`config.mk`:
```
export PLATFORM = sky130hd
export DESIGN_NAME = lsu_flat
export DESIGN_NICKNAME = d
export VERILOG_FILES = /design/src/rtl/lsu_pkg.sv /design/src/rtl/lsu_mem_if.sv /design/src/rtl/lsu_align.sv /design/src/rtl/lsu.sv /design/src/flat_wrapper.sv
export SDC_FILE = /design/constraint.sdc
export NUM_CORES = 1
export LEC_CHECK = 0
export CORE_MARGIN = 4
export CORE_UTILIZATION = 48
export DETAILED_ROUTE_END_ITERATION = 8
export PLACE_DENSITY = 0.83
export SYNTH_ARGS = -nofsm -noshare
export SYNTH_HDL_FRONTEND = slang
export SYNTH_SLANG_ARGS = --single-unit
```
`constraint.sdc`:
```
create_clock -name i_clk -period 7.2 [get_ports i_clk]
set_input_delay 0.72 -clock i_clk [delete_from_list [all_inputs] [get_ports i_clk]]
set_output_delay 0.72 -clock i_clk [all_outputs]
set_load 0.02 [all_outputs]
```
`src/rtl/lsu_pkg.sv`:
```
// Shared definitions for the load/store unit: FSM state encoding, memory
// op (funct3) encodings and the byte-enable width of the data-memory port.
package lsu_pkg;

  localparam int MEM_MASK_W = 4;

  // funct3 encodings; loads use all five, stores only B/H/W.
  localparam logic [2:0] LSU_LB  = 3'b000;
  localparam logic [2:0] LSU_LH  = 3'b001;
  localparam logic [2:0] LSU_LW  = 3'b010;
  localparam logic [2:0] LSU_LBU = 3'b100;
  localparam logic [2:0] LSU_LHU = 3'b101;

  typedef enum logic [1:0] {
    LSU_IDLE = 2'd0,
    LSU_REQ  = 2'd1,
    LSU_WAIT = 2'd2,
    LSU_RESP = 2'd3
  } lsu_state_e;

endpackage

```
`src/rtl/lsu_mem_if.sv`:
```
// Data-memory port of the LSU: a valid/ready request channel plus a
// separate rvalid/rdata read-return channel.
//  master (LSU side) : drives valid, wen, addr, wdata, wmask
//  slave  (memory)   : drives ready, rvalid, rdata
interface lsu_mem_if #(
  parameter int ADDR_W = 32,
  parameter int DATA_W = 32
);
  import lsu_pkg::*;

  logic                  valid;
  logic                  ready;
  logic                  wen;
  logic [ADDR_W-1:0]     addr;
  logic [DATA_W-1:0]     wdata;
  logic [MEM_MASK_W-1:0] wmask;
  logic                  rvalid;
  logic [DATA_W-1:0]     rdata;

  modport master (
    output valid, wen, addr, wdata, wmask,
    input  ready, rvalid, rdata
  );

  modport slave (
    input  valid, wen, addr, wdata, wmask,
    output ready, rvalid, rdata
  );

endinterface

```
`src/rtl/lsu_align.sv`:
```
// Combinational byte-lane logic for the LSU (32-bit data only).
//  funct3_i, wen_i, addr_lo_i : memory op, direction and byte offset
//  rs2_i                      : store data, LSB-justified
//  rword_i                    : raw read word from memory
//  wmask_o, wdata_o           : byte enables / lane-replicated store data (0 for loads)
//  err_o                      : illegal funct3 for the direction, or misaligned access
//  rdata_o                    : extracted, sign/zero-extended load data
module lsu_align
  import lsu_pkg::*;
(
  input  logic [2:0]            funct3_i,
  input  logic                  wen_i,
  input  logic [1:0]            addr_lo_i,
  input  logic [31:0]           rs2_i,
  input  logic [31:0]           rword_i,
  output logic [MEM_MASK_W-1:0] wmask_o,
  output logic [31:0]           wdata_o,
  output logic                  err_o,
  output logic [31:0]           rdata_o
);

  logic [7:0]  byte_sel;
  logic [15:0] half_sel;

  always_comb begin
    byte_sel = 8'h00;
    case (addr_lo_i)
      2'd0:    byte_sel = rword_i[7:0];
      2'd1:    byte_sel = rword_i[15:8];
      2'd2:    byte_sel = rword_i[23:16];
      default: byte_sel = rword_i[31:24];
    endcase
    half_sel = addr_lo_i[1] ? rword_i[31:16] : rword_i[15:0];
  end

  always_comb begin
    wmask_o = '0;
    wdata_o = '0;
    err_o   = 1'b0;
    rdata_o = '0;
    case (funct3_i)
      LSU_LB: begin
        if (wen_i) begin
          wmask_o = 4'b0001 << addr_lo_i;
          wdata_o = {4{rs2_i[7:0]}};
        end
        rdata_o = {{24{byte_sel[7]}}, byte_sel};
      end
      LSU_LH: begin
        err_o = addr_lo_i[0];
        if (wen_i) begin
          wmask_o = 4'b0011 << addr_lo_i;
          wdata_o = {2{rs2_i[15:0]}};
        end
        rdata_o = {{16{half_sel[15]}}, half_sel};
      end
      LSU_LW: begin
        err_o = (addr_lo_i != 2'b00);
        if (wen_i) begin
          wmask_o = 4'b1111;
          wdata_o = rs2_i;
        end
        rdata_o = rword_i;
      end
      // Unsigned variants exist only for loads.
      LSU_LBU: begin
        err_o   = wen_i;
        rdata_o = {24'h0, byte_sel};
      end
      LSU_LHU: begin
        err_o   = wen_i | addr_lo_i[0];
        rdata_o = {16'h0, half_sel};
      end
      default: err_o = 1'b1;
    endcase
  end

endmodule

```
`src/rtl/lsu.sv`:
```
// Load/store unit: accepts a memory op from the execute stage, performs one
// valid/ready transaction on the data-memory port and returns the aligned,
// extended load result with a one-cycle done pulse.
//  i_clk, i_rst_n         : clock, asynchronous active-low reset
//  i_lsu_valid/o_lsu_ready: request handshake (ready only while idle)
//  i_lsu_wen, i_lsu_funct3: direction and access size/signedness
//  i_exu_aluout           : byte address
//  i_idu_rs2_data         : store data
//  o_lsu_done/rdata/err   : completion pulse, load data, error flag
//  mem                    : data-memory port (master side)
module lsu
  import lsu_pkg::*;
#(
  parameter int ADDR_W      = 32,
  parameter int DATA_W      = 32,
  parameter int TIMEOUT_CYC = 1023
) (
  input  logic              i_clk,
  input  logic              i_rst_n,
  input  logic              i_lsu_valid,
  output logic              o_lsu_ready,
  input  logic              i_lsu_wen,
  input  logic [2:0]        i_lsu_funct3,
  input  logic [ADDR_W-1:0] i_exu_aluout,
  input  logic [DATA_W-1:0] i_idu_rs2_data,
  output logic              o_lsu_done,
  output logic [DATA_W-1:0] o_lsu_rdata,
  output logic              o_lsu_err,
  lsu_mem_if.master         mem
);

  localparam int CNT_W = $clog2(TIMEOUT_CYC + 1);
  // Abort on the last permitted REQ/WAIT cycle so exactly TIMEOUT_CYC cycles are spent waiting.
  localparam logic [CNT_W-1:0] CNT_LAST = CNT_W'(TIMEOUT_CYC - 1);

  lsu_state_e        state_q, state_d;
  logic [CNT_W-1:0]  cnt_q, cnt_d;
  logic [ADDR_W-1:0] addr_q, addr_d;
  logic              wen_q, wen_d;
  logic [2:0]        funct3_q, funct3_d;
  logic [DATA_W-1:0] wdata_q, wdata_d;
  logic [DATA_W-1:0] rdata_q, rdata_d;
  logic              err_q, err_d;

  logic                  in_idle;
  logic [2:0]            al_funct3;
  logic                  al_wen;
  logic [1:0]            al_addr_lo;
  logic [DATA_W-1:0]     al_rs2;
  logic [MEM_MASK_W-1:0] al_wmask;
  logic [DATA_W-1:0]     al_wdata;
  logic                  al_err;
  logic [DATA_W-1:0]     al_rdata;

  assign in_idle = (state_q == LSU_IDLE);

  // The aligner sees the live request while idle (to classify it at accept)
  // and the latched op afterwards, so later input changes have no effect.
  assign al_funct3  = in_idle ? i_lsu_funct3       : funct3_q;
  assign al_wen     = in_idle ? i_lsu_wen          : wen_q;
  assign al_addr_lo = in_idle ? i_exu_aluout[1:0]  : addr_q[1:0];
  assign al_rs2     = in_idle ? i_idu_rs2_data     : wdata_q;

  lsu_align u_align (
    .funct3_i  (al_funct3),
    .wen_i     (al_wen),
    .addr_lo_i (al_addr_lo),
    .rs2_i     (al_rs2),
    .rword_i   (mem.rdata),
    .wmask_o   (al_wmask),
    .wdata_o   (al_wdata),
    .err_o     (al_err),
    .rdata_o   (al_rdata)
  );

  always_comb begin
    state_d  = state_q;
    cnt_d    = cnt_q;
    addr_d   = addr_q;
    wen_d    = wen_q;
    funct3_d = funct3_q;
    wdata_d  = wdata_q;
    rdata_d  = rdata_q;
    err_d    = err_q;
    case (state_q)
      LSU_IDLE: begin
        if (i_lsu_valid) begin
          addr_d   = i_exu_aluout;
          wen_d    = i_lsu_wen;
          funct3_d = i_lsu_funct3;
          wdata_d  = i_idu_rs2_data;
          rdata_d  = '0;
          err_d    = al_err;
          cnt_d    = '0;
          // Bad ops skip the memory port entirely and report straight away.
          state_d  = al_err ? LSU_RESP : LSU_REQ;
        end
      end
      LSU_REQ: begin
        cnt_d = cnt_q + 1'b1;
        if (mem.ready) begin
          if (wen_q) begin
            state_d = LSU_RESP;
          end else if (mem.rvalid) begin
            rdata_d = al_rdata;
            state_d = LSU_RESP;
          end else begin
            state_d = LSU_WAIT;
          end
        end else if (cnt_q == CNT_LAST) begin
          err_d   = 1'b1;
          state_d = LSU_RESP;
        end
      end
      LSU_WAIT: begin
        cnt_d = cnt_q + 1'b1;
        if (mem.rvalid) begin
          rdata_d = al_rdata;
          state_d = LSU_RESP;
        end else if (cnt_q == CNT_LAST) begin
          err_d   = 1'b1;
          state_d = LSU_RESP;
        end
      end
      default: state_d = LSU_IDLE;
    endcase
  end

  always_ff @(posedge i_clk or negedge i_rst_n) begin
    if (!i_rst_n) begin
      state_q  <= LSU_IDLE;
      cnt_q    <= '0;
      addr_q   <= '0;
      wen_q    <= 1'b0;
      funct3_q <= 3'b000;
      wdata_q  <= '0;
      rdata_q  <= '0;
      err_q    <= 1'b0;
    end else begin
      state_q  <= state_d;
      cnt_q    <= cnt_d;
      addr_q   <= addr_d;
      wen_q    <= wen_d;
      funct3_q <= funct3_d;
      wdata_q  <= wdata_d;
      rdata_q  <= rdata_d;
      err_q    <= err_d;
    end
  end

  assign o_lsu_ready = in_idle;
  assign o_lsu_done  = (state_q == LSU_RESP);
  assign o_lsu_rdata = o_lsu_done ? rdata_q : '0;
  assign o_lsu_err   = o_lsu_done & err_q;

  // Request fields are forced to zero whenever no request is outstanding.
  assign mem.valid = (state_q == LSU_REQ);
  assign mem.wen   = mem.valid & wen_q;
  assign mem.addr  = mem.valid ? {addr_q[ADDR_W-1:2], 2'b00} : '0;
  assign mem.wdata = mem.valid ? al_wdata : '0;
  assign mem.wmask = mem.valid ? al_wmask : '0;

endmodule

```
`src/flat_wrapper.sv`:
```
// flat-port wrapper written by rule: the top's interface ports become plain ports
module lsu_flat import lsu_pkg::*;
#(
  parameter int ADDR_W      = 32,
  parameter int DATA_W      = 32,
  parameter int TIMEOUT_CYC = 1023
)
  (i_clk, i_rst_n, i_lsu_valid, o_lsu_ready, i_lsu_wen, i_lsu_funct3, i_exu_aluout, i_idu_rs2_data, o_lsu_done, o_lsu_rdata, o_lsu_err, mem_valid, mem_wen, mem_addr, mem_wdata, mem_wmask, mem_ready, mem_rvalid, mem_rdata);
  lsu_mem_if #(.ADDR_W(ADDR_W), .DATA_W(DATA_W)) mem_i ();
  input  logic i_clk;
  input  logic i_rst_n;
  input  logic i_lsu_valid;
  output logic o_lsu_ready;
  input  logic i_lsu_wen;
  input  logic [2:0] i_lsu_funct3;
  input  logic [ADDR_W-1:0] i_exu_aluout;
  input  logic [DATA_W-1:0] i_idu_rs2_data;
  output logic o_lsu_done;
  output logic [DATA_W-1:0] o_lsu_rdata;
  output logic o_lsu_err;
  output wire logic [$bits(mem_i.valid)-1:0] mem_valid;
  output wire logic [$bits(mem_i.wen)-1:0] mem_wen;
  output wire logic [$bits(mem_i.addr)-1:0] mem_addr;
  output wire logic [$bits(mem_i.wdata)-1:0] mem_wdata;
  output wire logic [$bits(mem_i.wmask)-1:0] mem_wmask;
  input wire logic [$bits(mem_i.ready)-1:0] mem_ready;
  input wire logic [$bits(mem_i.rvalid)-1:0] mem_rvalid;
  input wire logic [$bits(mem_i.rdata)-1:0] mem_rdata;
  assign mem_valid = mem_i.valid;
  assign mem_wen = mem_i.wen;
  assign mem_addr = mem_i.addr;
  assign mem_wdata = mem_i.wdata;
  assign mem_wmask = mem_i.wmask;
  assign mem_i.ready = mem_ready;
  assign mem_i.rvalid = mem_rvalid;
  assign mem_i.rdata = mem_rdata;
  lsu #(.ADDR_W(ADDR_W), .DATA_W(DATA_W), .TIMEOUT_CYC(TIMEOUT_CYC)) u_core (.i_clk(i_clk), .i_rst_n(i_rst_n), .i_lsu_valid(i_lsu_valid), .o_lsu_ready(o_lsu_ready), .i_lsu_wen(i_lsu_wen), .i_lsu_funct3(i_lsu_funct3), .i_exu_aluout(i_exu_aluout), .i_idu_rs2_data(i_idu_rs2_data), .o_lsu_done(o_lsu_done), .o_lsu_rdata(o_lsu_rdata), .o_lsu_err(o_lsu_err), .mem(mem_i));
endmodule
```
## Yosys cells after proc, flatten, opt, wreduce, memory -nomap -nowiden

Index checks and enable logic that the tools add are counted.

- Reductions and logical operators: 11
- $add $sub $neg: 1
- Muxes and demuxes: 40
- Eq/ne operators: 15
- Shifts and indexed selects: 2
- Bitwise operators: 3

Operators with widths:

| cell | count |
|---|---|
| $mux W32 | 11 |
| $pmux W32 S3 | 2 |
| $pmux W32 S5 | 1 |
| $pmux W8 S3 | 1 |
| $pmux W10 S2 | 1 |
| $mux W16 | 1 |
| $mux W4 | 4 |
| $mux W2 | 7 |
| $pmux W4 S3 | 1 |
| $add A10 B1 Y10 const B | 1 |
| $eq A10 B10 Y1 const B | 1 |
| $mux W10 | 1 |
| $ne A2 B2 Y1 const B | 5 |
| $reduce_and A4 Y1 | 2 |
| $eq A2 B2 Y1 const B | 3 |
| $eq A3 B3 Y1 const B | 2 |
| $mux W1 | 6 |
| $pmux W2 S3 | 1 |
| $pmux W1 S5 | 1 |
| $eq A2 B1 Y1 const B | 2 |
| $logic_not A2 Y1 | 2 |
| $reduce_and A2 Y1 | 2 |
| $reduce_bool A2 Y1 | 2 |
| $shl A1 B2 Y4 const A | 1 |
| other kinds (10) | 11 |

- Input bits: 105
- Register bits: 113
- Output and inout port bits: 105
- Word-level logic and storage cells: 80

## Depth between registers and ports, before layout

Gate-level depths: netlist of run 1.

- Depth after elaboration: 9
- Depth in mapped cells: 11
- Depth with buffers taken out: 7

## By module

A second synthesis of run 1 with hierarchy kept.

- Cells, all modules: 767
- Area total of the unflattened synthesis: 7,230.7 µm²

By module, submodules not included:

| module | area an instance (µm²) | cells an instance | instances |
|---|---|---|---|
| lsu | 5,739.3 | 532 | 1 |
| lsu_align | 1,491.4 | 235 | 1 |

## Worst setup path before layout of run 1

OpenSTA, ideal clock, no wires.

- Path kind: reg2out
- From: reg u_core.state_q[1]
- To: out mem_wdata[23]
- Required time: 6,480 ps
- Slack: 3,992 ps
- Data arrival time: 2,488 ps
- Cell stages (with the launch flop): 11
- Cell sequence: dfrtp_1 inv_1 ha_1 buf_6 buf_4 buf_4 buf_4 buf_2 buf_2 mux2i_1 o21ai_0

- Longest elaborated chain between the ends: 5
- Elaborated cells between the ends (all ways): 13
- Classes of those cells: eq/ne (3); mux (8); reduce/logical (2)

RTL lines:

| what | RTL line | RTL |
|---|---|---|
| start: declaration | lsu.sv:36 | `lsu_state_e state_q, state_d;` |
| start signal: assignment | lsu.sv:140 | `state_q <= state_d;` |
| $logic_not A2 Y1 * | lsu.sv:55 | `assign in_idle = (state_q == LSU_IDLE);` |
| net o_lsu_ready | flat_wrapper.sv:13 | `output logic o_lsu_ready;` |
| $mux W3, or another cell as far along | lsu.sv:59 | `assign al_funct3 = in_idle ? i_lsu_funct3 : funct3_q;` |
| $eq A3 B2 Y1, or another cell as far along | lsu_align.sv:41 | `case (funct3_i)` |
| $pmux W32 S3 * | lsu_align.sv:41 |  |
| $mux W32 * | lsu.sv:160 | `assign mem.wdata = mem.valid ? al_wdata : '0;` |
| end: declaration | flat_wrapper.sv:24 | `output wire logic [$bits(mem_i.wdata)-1:0] mem_wdata;` |

Mark *: on every way through the listed nets, which the timed path passes. The rest lies on a longest branch.

## Worst setup path in the final report of run 1

- From: reg u_core.state_q[1]
- To: out mem_wdata[26]

- Longest elaborated chain between the ends: 5
- Elaborated cells between the ends (all ways): 13
- Classes of those cells: eq/ne (3); mux (8); reduce/logical (2)

RTL lines:

| what | RTL line |
|---|---|
| $logic_not A2 Y1 | lsu.sv:55 |
| $mux W3, or another cell as far along | lsu.sv:59 |
| $eq A3 B2 Y1, or another cell as far along | lsu_align.sv:41 |
| $pmux W32 S3 | lsu_align.sv:41 |
| $mux W32 * | lsu.sv:160 |

Mark *: on every way between the ends. The rest lies on a longest branch, timed or not.

==> results of run 1 <==
## cells in the mapped netlist, drive strengths merged (4+ instances only)
cell type and instances:
nor2b 4, a221o 9, and2 65, a22o 24, nor3 6, o22ai 9, clkbuf 23, a21oi 28
ha 6, nand3 7, nor2 26, or3 9, buf 24, o21ai 33, o31ai 5, a22oi 9
mux2 78, dfrtp 113, a31oi 4, inv 7, o221ai 6, mux2i 33, nand2 40, a32oi 16
## registers in the layout, summed over array words and instances, names as in the netlist
signal	cells
u_core.addr_q	32
u_core.funct3_q	3
u_core.err_q	1
u_core.wdata_q	32
u_core.wen_q	1
u_core.cnt_q	10
u_core.state_q	2
u_core.rdata_q	32
## cell type report
type | count | area share
clock buffer | 21 | 0.0506
clock inverter | 10 | 0.0170
inverter | 9 | 0.00364
multi-input combinational | 461 | 0.373
sequential | 113 | 0.304
tap | 176 | 0.0237
timing repair buffer | 213 | 0.228
## stage by stage
step                      utilization  total power [W]  instances  setup WS [ns]  instance area, µm²
after floorplan                     -          0.00258        630           3.99                6560
final                           0.699          0.00415       1003           2.21                9290
after detailed placement        0.652          0.00323        972           2.71                8660
after CTS                       0.699          0.00414       1003           2.31                9290
after global placement          0.652          0.00315        972           2.84                8660
after global routing            0.699          0.00439       1003           2.07                9290
## worst max-delay path by stage
stage	endpoint	depth (start not counted)
6_report	mem_wdata[26]	9
3_5_place_dp	mem_wdata[30]	7
5_1_grt	mem_wdata[30]	9
4_1_cts	mem_wdata[30]	9
3_3_place_gp	mem_wdata[29]	7
2_1_floorplan	mem_wdata[23]	10
## worst max-delay path, stage by stage (launching register included)
cell	delay (ns)
dfrtp_1	0.42
inv_1	0.11
ha_2	0.62
buf_4	0.47
and2_1	0.45
nor2_1	0.16
nor2b_1	0.55
a22oi_1	0.21
a21oi_1	0.21
clkdlybuf4s50_1	0.64
## routing by layer
metal / GRT usage / up-vias / part of all wire
met4: 0.0912 / 0 / 0.023
met1: 0.321 / 2895 / 0.42
met2: 0.402 / 339 / 0.46
met5: 0 / - / 0
li1: - / 2710 / -
met3: 0.0969 / 41 / 0.094
## kinds of logic after synthesis
| kind of cell | count (synthesis) | share of synthesized area |
|---|---|---|
| multiplexers | 111 | 0.185 |
| other | 1 | 0.000572 |
| buffers and inverters | 56 | 0.0418 |
| AND/OR/NAND/NOR | 176 | 0.146 |
| AO/OA/AOI/OAI | 166 | 0.184 |
| adder cells (fa/ha/maj) | 6 | 0.0114 |
| flip-flops | 113 | 0.431 |
## where the power goes
| group | total [W] | switching (W) | internal (W) |
|---|---|---|---|
| combinational | 0.00215 | 0.00120 | 0.000950 |
| clock | 0.000890 | 0.000288 | 0.000601 |
| sequential | 0.00111 | 0.000179 | 0.000928 |
| total | 0.00415 | 0.00167 | 0.00248 |
==> metrics.md, run 1 <==
| Metric | Value |
|---|---|
| Reg2Reg Setup Slack | 3.78 ns |
| Fillers | 943 |
| Clk pin slew, worst setup/hold paths | 0.05 ns |
| Die Wd | 125 µm |
| Yosys warns | 0 |
| Critical path peak fanout | 30 |
| Fmax achieved | 201 MHz |
| Post-CTS setup buffers | 0 |
| Synth Flop Type | dfrtp_1 |
| Largest net degree at the start of global routing | 75 |
| Resize count post-CTS | 0 |
| Core area | 13300 µm² |
| Die Area | 15600 µm² |
| Cell Area, Synth | 6560 µm² |
| Min Hold Slack | 0.269 ns |
| Most common library cell in the layout ignoring fill and taps | clkdlybuf4s50_1 |
| DRC violations left | 0 |
| CP Launch Point | u_core.state_q[1] |
| Clock Sink Count | 113 |
| I/O pin count | 210 |
| Outcome | finished, final reports clean |
| Worst-case clock skew | 0.00651 ns |
| CTS buffer count | 17 |
| Number of synthesized flops with an enable pin | 0 |
| Setup violators final | 0 |
| Total negative slack | 0 ns |
| Antenna Nets Post-Route | 0 |
| R2r startpoint | u_core.state_q[1] |
| Port Buf Inserts | 207 |
| Max VDD drop | 0.263 mV |
| Post-layout min period | 4.99 ns |
| Clk Latency, worst-skew pair | 0.42 ns |
| Sequential share of the synthesized area | 0.431 |
| Gr usage total | 0.254 |
| Chip height | 125 µm |
| Initial antenna violation count | 0 |
| WP data arrival | 4.27 ns |
| Top cell type by total area after synthesis | dfrtp_1 |
| Number of global-route vias before repair | 6071 |
| Row count | 42 |
| Reg2Reg Depth | 9 |
| Number of H-tree branching levels | 4 |
| Max_slew headroom | 0.229 |
| Number of max-cap violations | 0 |
| CTS tree | yes |
| RSZ-0062 raised after global routing | no |
| Synth unique cells | 63 |
| DR vias | 5985 |
| Reg area | 2830 µm² |
| Synth async-reset ratio | 1.00 |
| Initial Util | 0.493 |
| Synth top area share | 0.431 |
| Fin. max-slew vios | 0 |
| Routed len/inst | 19.9 µm |
| Fin crit share | 0.693 |
| Initial DRC count | 630 |
| Nature of the critical path startpoint | register |
| Hold crit path type | in2async |
| Layout Nets | 926 |
| Pwr dens | 447 nW/µm² |
| CP Capture Type | output port |
| Root Buffer | clkbuf_16 |
| Final Hold Viols | 0 |
| # hold bufs at CTS | 0 |
| R2r endpoint | u_core.rdata_q[25] |
| First-pass DRT Iterations | 5 |
| Avg Synthesized Cell Area | 10.4 µm² |
| N_diodes | 0 |
| Area of the multi-input gates | 3470 µm² |
| Worst endpoint required time | 6.48 ns |
| Synth area leaders | dfrtp_1 43%, mux2_2 13%, and2_1 6.2%, mux2i_1 4.9%, a22o_1 3.2% |
| Worst-Margin Slew | 1.16 ns |
| Setup CP Type | reg2out |
| First-pass GRT wire length | 32100 µm |
| Share of cells above drive strength 1 | 0.151 |
| Most frequent cells in the layout | 206 x clkdlybuf4s50_1, 113 x dfrtp_1, 77 x mux2_2 |
| GRT overflow | 0 |
| Gate Count Post-Synth | 629 |
| DP Wirelength | 14400 µm |
| Final wirelength | 20000 µm |
| Gpl congestion | 0.895 |
| FF+latch count, synth | 113 |
| Leak | 3.79 nW |
| Vias/cell | 5.97 |
| Clock Tree Buf Depth | 2 |
| Area growth, synth to finish | 41.6% |
(Power assumes the default switching activity.)
==> inputs of run 2 (changes only) <==
--- a/config.mk
+++ b/config.mk
@@ -6,9 +6,9 @@
 export NUM_CORES = 1
 export LEC_CHECK = 0
 export CORE_MARGIN = 4
-export CORE_UTILIZATION = 48
+export CORE_UTILIZATION = 47
 export DETAILED_ROUTE_END_ITERATION = 8
-export PLACE_DENSITY = 0.83
+export PLACE_DENSITY = 0.81
 export SYNTH_ARGS = -nofsm -noshare
 export SYNTH_HDL_FRONTEND = slang
 export SYNTH_SLANG_ARGS = --single-unit
==> constraint.sdc (replaced) <==
create_clock -name i_clk -period 4.8 [get_ports i_clk]
set_input_delay 0.48 -clock i_clk [delete_from_list [all_inputs] [get_ports i_clk]]
set_output_delay 0.48 -clock i_clk [all_outputs]
set_load 0.02 [all_outputs]
==> run 2 against run 1 <==
Net effect:
- setup slack lost 1.9 ns
- count of clock-buffer cells in the layout up 1
- critical path depth unchanged
- global-route usage decreased by 0.47 points
- clock skew up 0.0015 ns
- cell count increased by 0.30%
- die area up 2.0%
- highest routed layer is now met5
- flip-flop and latch count did not move
- combinational power increased by 51%
- critical path type unchanged
==> metrics.md, run 2 (synthesized netlist as in run 1, its figures left out) <==
| Metric | Value |
|---|---|
| Post-layout min period | 4.49 ns |
| Critical path peak fanout | 23 (-23%) |
| CTS tree | yes |
| Final wirelength | 20300 µm (+1.3%) |
| WP data arrival | 4.01 ns (-0.26 ns) |
| Area of the multi-input gates | 3470 µm² (unchanged) |
| Sequential share of power | 0.269 (+0.002) |
| Number of H-tree branching levels | 4 (unchanged) |
| Tot Pwr | 0.00614 W (+48%) |
| Placed Cells | 974 (+0.21%) |
| Fin crit share | 0.936 |
| Clock share of power | 0.201 (-0.013) |
| Final non-filler cell total | 1006 (+0.30%) |
| CTS buffer count | 17 (unchanged) |
| Hold crit path type | in2async |
| RSZ-0062 raised after global routing | no |
| Fmax achieved | 223 MHz |
| Row count | 42 (unchanged) |
| Number of max-cap violations | 0 (unchanged) |
| Setup violators final | 0 (unchanged) |
| Clock Tree Buf Depth | 2 (unchanged) |
| Pre-CTS setup slack | 0.830 ns (-1.88 ns) |
| Worst endpoint required time | 4.32 ns (-2.16 ns) |
| Clk pin slew, worst setup/hold paths | 0.05 ns (about the same) |
| Setup CP Type | reg2out |
| Routed len/inst | 20.2 µm (+1.0%) |
| DP Wirelength | 14500 µm (+0.90%) |
| N_diodes | 0 (unchanged) |
| Final setup margin | 0.306 ns (-1.91 ns) |
| Worst-case clock skew | 0.00802 ns (+0.00151 ns) |
| First-pass GRT wire length | 32000 µm (-0.36%) |
| Largest net degree at the start of global routing | 67 (-11%) |
| Combinational power share | 0.530 (+0.011) |
| I/O pin count | 210 (unchanged) |
| Max VDD drop | 0.377 mV (+43%) |
| Fillers | 1024 (+8.6%) |
| Die Wd | 126 µm (+0.99%) |
| Switching share of power | 0.409 (+0.00667) |
| Number of global-route vias before repair | 6126 (+0.91%) |
| DRC violations left | 0 (unchanged) |
| Gpl congestion | 0.895 (about the same) |
| # hold bufs at CTS | 0 (unchanged) |
| Most common library cell in the layout ignoring fill and taps | clkdlybuf4s50_1 |
| Fin util | 0.688 (-0.0104) |
| Leak | 3.79 nW (-0.13%) |
| Die Area | 15900 µm² (+2.0%) |
| Initial DRC count | 551 (-13%) |
| Post-CTS setup buffers | 0 (unchanged) |
| Vias/cell | 6.01 (+0.80%) |
| Antenna Nets Post-Route | 0 (unchanged) |
| CP Launch Point | u_core.state_q[1] |
| Pwr dens | 663 nW/µm² (+48%) |
| Gr usage total | 0.250 (-0.00473) |
| GRT overflow | 0 (unchanged) |
| R2r startpoint | u_core.state_q[1] |
| Worst-Margin Slew | 1.06 ns (-0.0916 ns) |
| Max_slew headroom | 0.288 (+0.0588) |
| Root Buffer | clkbuf_16 |
| Most frequent cells in the layout | 206 x clkdlybuf4s50_1, 113 x dfrtp_1, 77 x mux2_2 |
| Switch Pwr | 0.00251 W (+50%) |
| Port Buf Inserts | 207 (unchanged) |
| Outcome | finished, final reports clean |
| First-pass DRT Iterations | 7 (+2) |
| Chip height | 126 µm (+0.99%) |
| Final Hold Viols | 0 (unchanged) |
| Clk Latency, worst-skew pair | 0.41 ns (about the same) |
| Layout Nets | 928 (+0.22%) |
| Reg area | 2830 µm² (unchanged) |
| Resize count post-CTS | 0 (unchanged) |
| Fin. max-slew vios | 0 (unchanged) |
| Nature of the critical path startpoint | register |
| Biggest regs | u_core.addr_q (32), u_core.rdata_q (32), u_core.wdata_q (32) |
| Area growth, synth to finish | 41.2% |
| Total negative slack | 0 ns (unchanged) |
| Share of cells above drive strength 1 | 0.153 (+0.00186) |
| CP Capture Type | output port |
| Initial Util | 0.488 (-0.00578) |
| Core area | 13500 µm² (+1.2%) |
| DR vias | 6051 (+1.1%) |
| Initial antenna violation count | 2 (+2) |
| Clock Sink Count | 113 (unchanged) |
| Internal power | 0.00363 W (+46%) |
run 2: cell types whose count changed in the layout (fill, tap and decap cells not counted):
| cell | before | now |
|---|---|---|
| clkinv_2 | 3 | 5 |
| bufinv_16 | 4 | 2 |
| buf_4 | 7 | 9 |
| clkinvlp_4 | 3 | 2 |
| clkinv_4 | 0 | 1 |
| clkbuf_1 | 1 | 2 |
run 2: routing by layer:
layer	track usage	wire length, µm	vias up
li1	-	-	2709
met1	0.316	8400	2962
met2	0.397	9460	322
met3	0.0800	1810	54
met4	0.101	580	4
met5	0	21	-
run 2: layout make-up:
class | count | area share
multi-input cells | 461 | 0.374
repair buffers | 215 | 0.230
inverters | 9 | 0.00365
clock inverters | 10 | 0.0118
well taps | 176 | 0.0238
flip-flops and latches | 113 | 0.305
clock buffers | 22 | 0.0512
run 2: power by group through the flow:
stage	registers (W)	logic [W]	clock network [W]
floorplan	0.00156	0.00231	0
global placement	0.00162	0.00312	0
detailed placement	0.00165	0.00321	0
CTS	0.00164	0.00324	0.00125
global route	0.00170	0.00350	0.00129
finish	0.00165	0.00325	0.00123
run 2: critical path, cell delays in order (launching register included):
cell and delay [ns]:
dfrtp_1 0.42, inv_1 0.11, ha_2 0.52, buf_4 0.38
and2_1 0.44, nor2_1 0.15, nor2b_1 0.52, a22oi_1 0.17
a21oi_1 0.23, clkdlybuf4s50_1 0.64
run 2: worst paths after layout:
kind	to	slack (ns)	cells after the start
setup reg to reg	u_core.rdata_q[20]	1.51	9
hold / removal	u_core.rdata_q[30]	0.18	1
max in group asynchronous	u_core.rdata_q[23]	3.46	2
setup / recovery	mem_wdata[26]	0.31	9
min in group i_clk	u_core.rdata_q[17]	0.49	2
hold reg to reg	u_core.rdata_q[17]	0.49	2
run 2: stage by stage:
stage	hold slack [ns]	area (µm²)
final	0.182	9260
after global routing	0.249	9260
after CTS	0.206	9260
after detailed placement	0.479	8680
after global placement	0.467	8680
after floorplan	0.184	6560
==> inputs of run 3 (changes only) <==
--- a/config.mk
+++ b/config.mk
@@ -6,9 +6,9 @@
 export NUM_CORES = 1
 export LEC_CHECK = 0
 export CORE_MARGIN = 4
-export CORE_UTILIZATION = 47
+export CORE_UTILIZATION = 43
 export DETAILED_ROUTE_END_ITERATION = 8
-export PLACE_DENSITY = 0.81
+export PLACE_DENSITY = 0.78
 export SYNTH_ARGS = -nofsm -noshare
 export SYNTH_HDL_FRONTEND = slang
 export SYNTH_SLANG_ARGS = --single-unit
==> constraint.sdc (replaced) <==
create_clock -name i_clk -period 3.6 [get_ports i_clk]
set_input_delay 0.36 -clock i_clk [delete_from_list [all_inputs] [get_ports i_clk]]
set_output_delay 0.36 -clock i_clk [all_outputs]
set_load 0.02 [all_outputs]
==> run 3 against run 2 <==
Net effect:
- global-route usage fell by 2.1 points
- worst hold slack worse by 0.094 ns
- total power rose by 37%
- count of clock-buffer cells in the layout unchanged
- clock power grew 46%
- non-clock buffer count grew 9
==> metrics.md, run 3 (synthesized netlist as in run 1, its figures left out) <==
| Metric | Value |
|---|---|
| Outcome | finished, final reports clean |
| Worst endpoint required time | 3.24 ns (-1.08 ns) |
| Fillers | 1141 (+11%) |
| Leak | 3.96 nW (+4.6%) |
| Worst-Margin Slew | 0.926 ns (-0.139 ns) |
| Initial DRC count | 477 (-13%) |
| Die Area | 17300 µm² (+8.7%) |
| Total negative slack | 0 ns (unchanged) |
| Setup violators final | 0 (unchanged) |
| CTS buffer count | 17 (unchanged) |
| Number of max-cap violations | 0 (unchanged) |
| DRC violations left | 0 (unchanged) |
| N_diodes | 0 (unchanged) |
| Clock Sink Count | 113 (unchanged) |
| CTS tree | yes |
| Fin crit share | 0.964 |
| Nature of the critical path startpoint | register |
| Layout Nets | 937 (+0.97%) |
| Max VDD drop | 0.487 mV (+29%) |
| Initial antenna violation count | 1 (-1) |
| Hold crit path type | in2async |
| DR WL met2 | 9170 µm (-3.1%) |
| Final wirelength | 19900 µm (-1.9%) |
| Number of H-tree branching levels | 4 (unchanged) |
| First-pass DRT Iterations | 5 (-2) |
| Fin. max-slew vios | 0 (unchanged) |
| Routed wl met3 | 1640 µm (-9.1%) |
| Most frequent cells in the layout | 201 x clkdlybuf4s50_1, 113 x dfrtp_1, 77 x mux2_2 |
| Routed len/inst | 19.5 µm (-3.4%) |
| Final Hold Viols | 0 (unchanged) |
| Share of cells above drive strength 1 | 0.169 (+0.0164) |
| Antenna Nets Post-Route | 0 (unchanged) |
| CP Capture Type | output port |
| Post-layout min period | 3.47 ns |
| DP Wirelength | 14700 µm (+0.86%) |
| Gpl congestion | 0.881 (-1.6%) |
| Row count | 44 (+4.8%) |
| Most common library cell in the layout ignoring fill and taps | clkdlybuf4s50_1 |
| RSZ-0062 raised after global routing | no |
| Min Hold Slack | 0.0872 ns (-0.0944 ns) |
| Setup CP Type | reg2out |
| Gr usage total | 0.228 (-0.0215) |
| GRT overflow | 0 (unchanged) |
| Area growth, synth to finish | 44.1% |
| Clk Latency, worst-skew pair | 0.41 ns (about the same) |
| Worst-case clock skew | 0.0120 ns (+0.00402 ns) |
| Largest net degree at the start of global routing | 73 (+9.0%) |
| WP data arrival | 3.11 ns (-0.90 ns) |
| Root Buffer | clkbuf_16 |
| Clk pin slew, worst setup/hold paths | 0.05 ns (about the same) |
| M1 wire length | 8470 µm (+0.83%) |
| Core area | 14800 µm² (+9.7%) |
| Number of global-route vias before repair | 6282 (+2.5%) |
| I/O pin count | 210 (unchanged) |
| Biggest regs | u_core.addr_q (32), u_core.rdata_q (32), u_core.wdata_q (32) |
| First-pass GRT wire length | 32600 µm (+1.8%) |
| Vias/cell | 5.92 (-1.6%) |
| Port Buf Inserts | 207 (unchanged) |
| Max Used Layer | met5 |
| R2r startpoint | u_core.state_q[1] |
| Initial Util | 0.445 (-0.0430) |
| Post-CTS setup buffers | 0 (unchanged) |
| CP Launch Point | u_core.state_q[1] |
| DR vias | 6050 (-0.017%) |
| Clock Tree Buf Depth | 2 (unchanged) |
| Die Wd | 132 µm (+4.3%) |
| Fmax achieved | 288 MHz |
| Chip height | 132 µm (+4.3%) |
| Pwr dens | 890 nW/µm² (+34%) |
| Critical path peak fanout | 20 (-13%) |
| Max_slew headroom | 0.383 (+0.0948) |
run 3: changes by cell type in the layout (fill, tap and decap cells not counted), sizes merged:
cell	delta
buf	+9
clkdlybuf4s50	-5
dlymetal6s2s	+5
clkinv	-3
bufinv	+2
run 3: layout make-up:
| cell class | count | area [µm²] | area share |
|---|---|---|---|
| clock buffer | 22 | 484 | 0.0512 |
| clock inverter | 9 | 154 | 0.0163 |
| inverter | 9 | 33.8 | 0.00357 |
| multi-input combinational | 461 | 3500 | 0.371 |
| sequential | 113 | 2830 | 0.299 |
| tap | 184 | 230 | 0.0244 |
| timing repair buffer | 224 | 2220 | 0.235 |
run 3: final timing paths:
kind                                           end  slack, ns  depth (start not counted)
worst min register to register     u_core.cnt_q[9]       0.48                          1
min in group i_clk                 u_core.cnt_q[9]       0.48                          1
worst min-delay path            u_core.rdata_q[25]       0.09                          1
max in group asynchronous       u_core.wdata_q[23]       2.64                          2
worst max-delay path                  mem_wdata[8]       0.13                          8
worst max register to register  u_core.rdata_q[10]       0.77                          9
run 3: stage by stage:
stage	total power (W)	std cells	util	setup WS (ns)	cell area, µm²
2_1_floorplan	0.00515	630	-	0.752	6560
3_3_place_gp	0.00640	991	0.594	0.461	8760
3_5_place_dp	0.00654	991	0.594	0.281	8760
4_1_cts	0.00838	1022	0.637	0.00295	9400
5_1_grt	0.00892	1022	0.641	0.00492	9450
6_report	0.00841	1022	0.641	0.129	9450
run 3: power breakdown:
part	total, W	internal (W)	switching, W
sequential	0.00220	0.00186	0.000342
combinational	0.00442	0.00201	0.00242
clock	0.00179	0.00122	0.000566
total	0.00841	0.00509	0.00333
run 3: metal layers:
layer | vias to the layer above | GRT usage
li1 | 2733 | -
met1 | 2949 | 0.286
met2 | 309 | 0.364
met3 | 57 | 0.0765
met4 | 2 | 0.0922
met5 | - | 0
run 3: critical path, cell delays in order (launching register included):
cell	delay, ns
dfrtp_1	0.43
inv_1	0.12
ha_2	0.24
buf_4	0.27
buf_6	0.25
mux2i_1	0.19
or3_1	0.40
a21oi_1	0.16
clkdlybuf4s50_1	0.64
run 3: repair_timing:
| action | in CTS | in global routing |
|---|---|---|
| resized for setup | 1 | 14 |
| setup endpoints to repair | 7 | 33 |
| hold endpoints to repair | 0 | 0 |
| hold buffers | 0 | 0 |
